File: src/rtl/serial_adder_pkg.sv
// Shared types and helpers for the serial adder: FSM state encoding, a
// one-bit full-adder cell and a ceil-log2 used to size the digit counter.
package serial_adder_pkg;

  typedef enum logic [1:0] {
    S_IDLE = 2'd0,
    S_RUN  = 2'd1,
    S_DONE = 2'd2
  } state_t;

  // Returns {carry_out, sum}.
  function automatic logic [1:0] full_add(input logic a, input logic b, input logic ci);
    return {(a & b) | (ci & (a ^ b)), a ^ b ^ ci};
  endfunction

  // ceil(log2(value)), never less than 1 so a counter always has a bit.
  function automatic int clog2_min1(input int value);
    int r;
    r = 0;
    while ((1 << r) < value) r++;
    return (r < 1) ? 1 : r;
  endfunction

endpackage

File: src/rtl/serial_adder_if.sv
// Request/result bundle of the serial adder; master drives operands, slave returns the sum.
interface serial_adder_if #(
  parameter int WIDTH = 8
);
  logic             start;
  logic [WIDTH-1:0] A;
  logic [WIDTH-1:0] B;
  logic             cin;
  logic             busy;
  logic             done;
  logic [WIDTH-1:0] out;
  logic             cy;
  logic             ovf;

  modport master (
    output start, A, B, cin,
    input  busy, done, out, cy, ovf
  );

  modport slave (
    input  start, A, B, cin,
    output busy, done, out, cy, ovf
  );
endinterface

File: src/rtl/serial_adder_digit_adder.sv
// Combinational DIGIT-bit ripple-carry adder; c_msb is the carry into the top bit,
// which on the last digit of a word is the carry into the word's sign bit.
module digit_adder
  import serial_adder_pkg::*;
#(
  parameter int DIGIT = 1
) (
  input  logic [DIGIT-1:0] a,
  input  logic [DIGIT-1:0] b,
  input  logic             ci,
  output logic [DIGIT-1:0] s,
  output logic             co,
  output logic             c_msb
);
  always_comb begin
    logic       c;
    logic [1:0] fa;
    s     = '0;
    c     = ci;
    c_msb = ci;
    fa    = '0;
    for (int i = 0; i < DIGIT; i++) begin
      c_msb = c;
      fa    = full_add(a[i], b[i], c);
      s[i]  = fa[0];
      c     = fa[1];
    end
    co = c;
  end
endmodule

File: src/rtl/serial_adder.sv
// Multi-cycle adder: DIGIT bits of A+B+cin per clock, LSB first; done pulses WIDTH/DIGIT+1 cycles after start.
// start is taken only in IDLE or DONE (back-to-back without a gap); starts while busy are dropped.
module serial_adder
  import serial_adder_pkg::*;
#(
  parameter int WIDTH = 8,
  parameter int DIGIT = 1
) (
  input logic           clk,
  input logic           rst,
  serial_adder_if.slave bus
);
  localparam int N  = WIDTH / DIGIT;
  localparam int CW = clog2_min1(N + 1);

  state_t           state;
  logic [WIDTH-1:0] a_sh;
  logic [WIDTH-1:0] b_sh;
  logic [WIDTH-1:0] res_sh;
  logic [WIDTH-1:0] res_next;
  logic [WIDTH-1:0] out_q;
  logic             carry;
  logic             cy_q;
  logic             ovf_q;
  logic             busy_q;
  logic             done_q;
  logic [CW-1:0]    cnt;
  logic [DIGIT-1:0] dsum;
  logic             dco;
  logic             dcmsb;
  logic             last_step;

  digit_adder #(.DIGIT(DIGIT)) u_digit (
    .a     (a_sh[DIGIT-1:0]),
    .b     (b_sh[DIGIT-1:0]),
    .ci    (carry),
    .s     (dsum),
    .co    (dco),
    .c_msb (dcmsb)
  );

  // New digit enters at the top so that after N steps the LSB digit sits at bit 0.
  assign res_next  = (res_sh >> DIGIT) | (WIDTH'(dsum) << (WIDTH - DIGIT));
  assign last_step = (cnt == CW'(N - 1));

  always_ff @(posedge clk) begin
    if (rst) begin
      state  <= S_IDLE;
      a_sh   <= '0;
      b_sh   <= '0;
      res_sh <= '0;
      carry  <= 1'b0;
      cnt    <= '0;
      busy_q <= 1'b0;
      done_q <= 1'b0;
      out_q  <= '0;
      cy_q   <= 1'b0;
      ovf_q  <= 1'b0;
    end else begin
      done_q <= 1'b0;
      case (state)
        S_IDLE, S_DONE: begin
          if (bus.start) begin
            a_sh   <= bus.A;
            b_sh   <= bus.B;
            carry  <= bus.cin;
            res_sh <= '0;
            cnt    <= '0;
            busy_q <= 1'b1;
            state  <= S_RUN;
          end else begin
            busy_q <= 1'b0;
            state  <= S_IDLE;
          end
        end
        S_RUN: begin
          a_sh   <= a_sh >> DIGIT;
          b_sh   <= b_sh >> DIGIT;
          res_sh <= res_next;
          carry  <= dco;
          cnt    <= cnt + CW'(1);
          if (last_step) begin
            out_q  <= res_next;
            cy_q   <= dco;
            ovf_q  <= dcmsb ^ dco;
            busy_q <= 1'b0;
            done_q <= 1'b1;
            state  <= S_DONE;
          end
        end
        default: begin
          busy_q <= 1'b0;
          state  <= S_IDLE;
        end
      endcase
    end
  end

  assign bus.busy = busy_q;
  assign bus.done = done_q;
  assign bus.out  = out_q;
  assign bus.cy   = cy_q;
  assign bus.ovf  = ovf_q;
endmodule
File: src/flat_wrapper.sv
// flat-port wrapper written by rule: the top's interface ports become plain ports
module serial_adder_flat import serial_adder_pkg::*;
#(
  parameter int WIDTH = 8,
  parameter int DIGIT = 1
)
  (clk, rst, bus_start, bus_A, bus_B, bus_cin, bus_busy, bus_done, bus_out, bus_cy, bus_ovf);
  serial_adder_if #(.WIDTH(WIDTH)) bus_i ();
  input logic clk;
  input logic rst;
  input wire logic [$bits(bus_i.start)-1:0] bus_start;
  input wire logic [$bits(bus_i.A)-1:0] bus_A;
  input wire logic [$bits(bus_i.B)-1:0] bus_B;
  input wire logic [$bits(bus_i.cin)-1:0] bus_cin;
  output wire logic [$bits(bus_i.busy)-1:0] bus_busy;
  output wire logic [$bits(bus_i.done)-1:0] bus_done;
  output wire logic [$bits(bus_i.out)-1:0] bus_out;
  output wire logic [$bits(bus_i.cy)-1:0] bus_cy;
  output wire logic [$bits(bus_i.ovf)-1:0] bus_ovf;
  assign bus_i.start = bus_start;
  assign bus_i.A = bus_A;
  assign bus_i.B = bus_B;
  assign bus_i.cin = bus_cin;
  assign bus_busy = bus_i.busy;
  assign bus_done = bus_i.done;
  assign bus_out = bus_i.out;
  assign bus_cy = bus_i.cy;
  assign bus_ovf = bus_i.ovf;
  serial_adder #(.WIDTH(WIDTH), .DIGIT(DIGIT)) u_core (.clk(clk), .rst(rst), .bus(bus_i));
endmodule
File: config.mk
export PLATFORM = sky130hd
export DESIGN_NAME = serial_adder_flat
export DESIGN_NICKNAME = d
export VERILOG_FILES = /design/src/rtl/serial_adder_pkg.sv /design/src/rtl/serial_adder_if.sv /design/src/rtl/serial_adder_digit_adder.sv /design/src/rtl/serial_adder.sv /design/src/flat_wrapper.sv
export SDC_FILE = /design/constraint.sdc
export NUM_CORES = 1
export LEC_CHECK = 0
export CORE_MARGIN = 5
export CORE_UTILIZATION = 45
export CTS_CLUSTER_DIAMETER = 80
export DETAILED_ROUTE_END_ITERATION = 7
export PLACE_DENSITY = 0.74
export SLEW_MARGIN = 25
export SYNTH_ARGS = -nofsm -noshare
export SYNTH_HDL_FRONTEND = slang
export SYNTH_SLANG_ARGS = --single-unit
File: constraint.sdc
create_clock -name clk -period 1.4 [get_ports clk]
set_clock_uncertainty 0.2 [all_clocks]
set_input_delay 0.21 -clock clk [delete_from_list [all_inputs] [get_ports clk]]
set_output_delay 0.21 -clock clk [all_outputs]
set_load 0.05 [all_outputs]
==> flow_summary.rst, run 1 <==
.. list-table::
   :header-rows: 1

   * - Metric
     - Value
   * - Area of the multi-input gates
     - 815 um^2
   * - Final cell count without fillers
     - 277
   * - Setup repair after global routing missed its margin
     - yes
   * - Die X
     - 70.7 um
   * - Buffers & Inverters on Critical Path
     - 0
   * - Yosys warnings
     - 0
   * - Portion of the clock cycle consumed by the worst path in the final layout
     - 100%
   * - # H-tree levels
     - 2
   * - Antenna cells
     - 0
   * - Top post-synthesis cells by count
     - sky130_fd_sc_hd__dfxtp_1, sky130_fd_sc_hd__a21oi_1, sky130_fd_sc_hd__nand3_1
   * - Setup repair bufs after CTS
     - 0
   * - Share of the synthesized netlist area taken by xor and xnor gates
     - 0.528%
   * - Floorplan die height
     - 70.7 um
   * - Number of antenna violations at the first check in global routing
     - 0
   * - Placeable core region
     - 0.00361 mm^2
   * - Worst slew margin relative to its limit
     - 86.2%
   * - Via density per instance
     - 5.53
   * - Sequential cell area fraction in the yosys report
     - 49.4%
   * - Number of hold violations in the final report
     - 0
   * - Violated checks
     - negative setup slack
   * - Number of nets at the end of the flow
     - 250
   * - Via total after detailed routing
     - 1533
   * - Max Transition Viols Final
     - 0
   * - Kind of start point of the critical path
     - flop
   * - CTS tree
     - yes
   * - Final weighted congestion in routability-driven placement
     - 0.792
   * - Flip-flop and latch count after synthesis
     - 41
   * - Number of synthesized flops with an enable pin
     - 0
   * - Post-synthesis to final-layout area growth
     - 49.6%
   * - WHS Path Cells
     - 3
   * - Final ANT Viol Nets
     - 0
   * - PortBufs
     - 31
   * - Power consumption
     - 0.00257 W
   * - Total global routing track utilization
     - 15.7%
   * - Simple logic cell fraction of the synthesized area
     - 17.8%
   * - Required time of the critical path
     - 1.43 ns
   * - Share of the synthesized area in compound gates (AO/OA/AOI/OAI)
     - 22.2%
   * - Detailed placement HPWL
     - 2610 um
   * - Standard cell area after detailed placement
     - 0.00226 mm^2
   * - Summed instance area of the synthesized netlist
     - 0.00166 mm^2
   * - Cell with the largest stage delay on the worst path
     - sky130_fd_sc_hd__fa_2
   * - Count of standard-cell rows
     - 22
   * - Commonest register cell after synthesis
     - sky130_fd_sc_hd__dfxtp_1
   * - Maximum number of pins on one net before global-route repair
     - 30
   * - Count of hold buffers inserted by post-cts repair
     - 0
   * - Number of placed I/O pins
     - 32
   * - Status
     - finished with violations
   * - Count of placed standard cells including taps
     - 269
   * - CP Depth
     - 3
   * - Total routed wirelength
     - 3900 um
   * - Worst vdd rail ir drop
     - 0.000770 V
   * - Fraction of the mapped netlist area in adder cells
     - 1.96%
   * - Most used standard cell by instance count after synthesis
     - sky130_fd_sc_hd__dfxtp_1
   * - Aggregate global routing overflow
     - 0
   * - Cell type with the largest total area after synthesis
     - sky130_fd_sc_hd__dfxtp_1
   * - Post-Route Hold Slack
     - 0.265 ns
   * - Final cell area excluding filler cells
     - 0.00248 mm^2
   * - Number of buffers created by CTS
     - 5
   * - Cell area power density
     - 1030 mW/mm^2
   * - Fraction of final layout cells sized beyond drive strength 1
     - 28.8%
   * - End of the worst register-to-register path
     - u_core.bus.out[7]$_SDFFE_PP0P_
   * - Biggest fanout along the worst timing path
     - 2
   * - Cells after synthesis
     - 188
   * - Fraction of post-synthesis cell area in the top cell type by area
     - 49.4%
   * - Critical path start-end classification
     - reg -> reg
   * - Max Cap Viol
     - 0
   * - Mean cell area of the mapped netlist
     - 8.83 um^2
   * - Fmax
     - 0.714 GHz
   * - Category of the worst setup path capture point
     - flop
   * - Period minus WS final
     - 1.40 ns
   * - Worst-path cell chain
     - fa_2 > nand3_2 > a21oi_2
   * - FF/Latch Area
     - 828 um^2
   * - Slew @ Worst Pin
     - 0.206 ns
   * - Category of cells accounting for the largest share of critical-path delay
     - adder cells
   * - Aggregate negative setup slack
     - -0.0000784 ns
   * - Leading post-synthesis cells by cell area
     - sky130_fd_sc_hd__dfxtp_1, sky130_fd_sc_hd__a21oi_1, sky130_fd_sc_hd__nand3_1
   * - Via count of the first global-routing pass
     - 1419
   * - Standby leakage power
     - 0.873 nW
   * - Clock latency at the later pin of the worst-skew pair
     - 0.29 ns
   * - Worst hold path type
     - in -> reg
   * - Largest family of logic cells by synthesized area
     - compound AO/OA/AOI/OAI gates
   * - Number of buffers on the longest clock path
     - 2
   * - Clock transition at the registers of the reported paths
     - 0.08 ns
   * - Hold path start
     - bus_A[7]
   * - Delay of the slowest critical-path stage
     - 0.59 ns
   * - Crit path DAT
     - 1.43 ns
   * - Detailed router's first-iteration violation count
     - 157
   * - Pre-Repair DR Iteration Count
     - 5
   * - Clock root buffer master
     - sky130_fd_sc_hd__clkbuf_8
   * - Number of fill cells
     - 292
   * - Critical register-to-register path startpoint
     - u_core.a_sh[0]$_SDFFE_PP0P_
   * - Effective utilization at floorplan
     - 46.0%
   * - Share of synthesized flip-flops with an asynchronous set or reset
     - 0%
   * - # clock sinks
     - 41
   * - WL per Instance
     - 14.1 um
   * - Wire length of the first global-routing pass
     - 6220 um
   * - Worst reg2reg path depth
     - 3
   * - Worst Setup Slack, final
     - -0.0000784 ns
   * - Capture endpoint of the worst hold path
     - u_core.a_sh[7]$_SDFFE_PP0P_
   * - Number of library cell types mapped by synthesis
     - 26
   * - Die area
     - 0.00500 mm^2
   * - Count of final setup violators
     - 1
   * - Post-synth net total
     - 210
   * - Register-to-register setup slack
     - -0.00008 ns
   * - Portion of netlist area occupied by mux cells
     - 1.28%
   * - Remaining DRCs
     - 0
## worst register-to-register path, stage by stage, from the launching register on
cell                      delay [ns]
sky130_fd_sc_hd__dfxtp_2        0.33
sky130_fd_sc_hd__fa_2           0.59
sky130_fd_sc_hd__nand3_2        0.08
sky130_fd_sc_hd__a21oi_2        0.13
## cells in the final DEF (no fill, tap or decap), types with 5 or more instances in the layout
cell type                          n
sky130_fd_sc_hd__clkbuf_8          6
sky130_fd_sc_hd__nand2_1          10
sky130_fd_sc_hd__o21ai_1           7
sky130_fd_sc_hd__nand3_1          29
sky130_fd_sc_hd__buf_6             5
sky130_fd_sc_hd__a22oi_1          14
sky130_fd_sc_hd__a21oi_2           5
sky130_fd_sc_hd__dfxtp_1          37
sky130_fd_sc_hd__buf_12           16
sky130_fd_sc_hd__buf_4            13
sky130_fd_sc_hd__nand3_2           6
sky130_fd_sc_hd__clkdlybuf4s50_1  19
sky130_fd_sc_hd__a21oi_1          33
## worst max path at each step
stage | startpoint | endpoint | slack (ns)
floorplan | u_core.bus.busy$_SDFFE_PP0P_ | u_core.a_sh[2]$_SDFFE_PP0P_ | 0.001
global placement | bus_start | u_core.a_sh[4]$_SDFFE_PP0P_ | -0.15
detailed placement | bus_start | u_core.b_sh[0]$_SDFFE_PP0P_ | -0.19
CTS | u_core.cnt[0]$_SDFFE_PP0P_ | u_core.bus.out[7]$_SDFFE_PP0P_ | -0.002
global route | u_core.cnt[1]$_SDFFE_PP0P_ | u_core.bus.out[5]$_SDFFE_PP0P_ | -0.03
finish | u_core.a_sh[0]$_SDFFE_PP0P_ | u_core.bus.out[7]$_SDFFE_PP0P_ | -0.00008
## where the power goes
| group | switching [W] | internal, W |
|---|---|---|
| Combinational | 0.000181 | 0.000180 |
| Sequential | 0.0000266 | 0.00121 |
| Clock | 0.000390 | 0.000581 |
## final cells by class
type	instances	area share [%]
Sequential cell	41	33.4
Multi-Input combinational cell	127	32.8
Timing Repair Buffer	53	26.8
Clock buffer	7	3.48
Tap cell	48	2.42
Clock inverter	1	1.21
## flip-flops by register name, indices dropped and copies added (netlist names)
name and count:
u_core.res_sh 7, u_core.bus.ovf 1, u_core.bus.out 8, u_core.carry 1, u_core.bus.cy 1, u_core.state 1, u_core.cnt 4, u_core.bus.done 1
u_core.bus.busy 1, u_core.a_sh 8, u_core.b_sh 8
## repair_timing
action,4_1_cts,5_1_grt
gates cloned,0,0
pin swaps,3,11
endpoints found under the setup margin,10,30
gates resized for setup,3,31
## per-layer routing
layer	wire, um	track usage, %	vias up
met5	0	0	-
met4	68	6.89	0
met3	204	4.69	6
met2	2010	27.6	45
met1	1610	17.3	729
li1	-	-	753
## per-stage QoR
stage	setup WS (ns)	util (%)
4_1_cts	-0.00185	66.0
5_1_grt	-0.0331	68.9
2_1_floorplan	0.00103	-
3_3_place_gp	-0.150	62.7
3_5_place_dp	-0.195	62.7
6_report	-0.0000784	68.9
## kinds of logic after synthesis
family,Yosys count
compound gates,64
xor+xnor,1
mux,2
flops,41
buf+inv,20
fa+ha+maj,2
simple gates,58
Power figures use the tool's default switching activity.
==> inputs of run 2 (changes only) <==
- ABC_AREA: not set -> 0
==> results of run 2 <==
The final DEF is identical to that of run 1; final timing and power are the same.
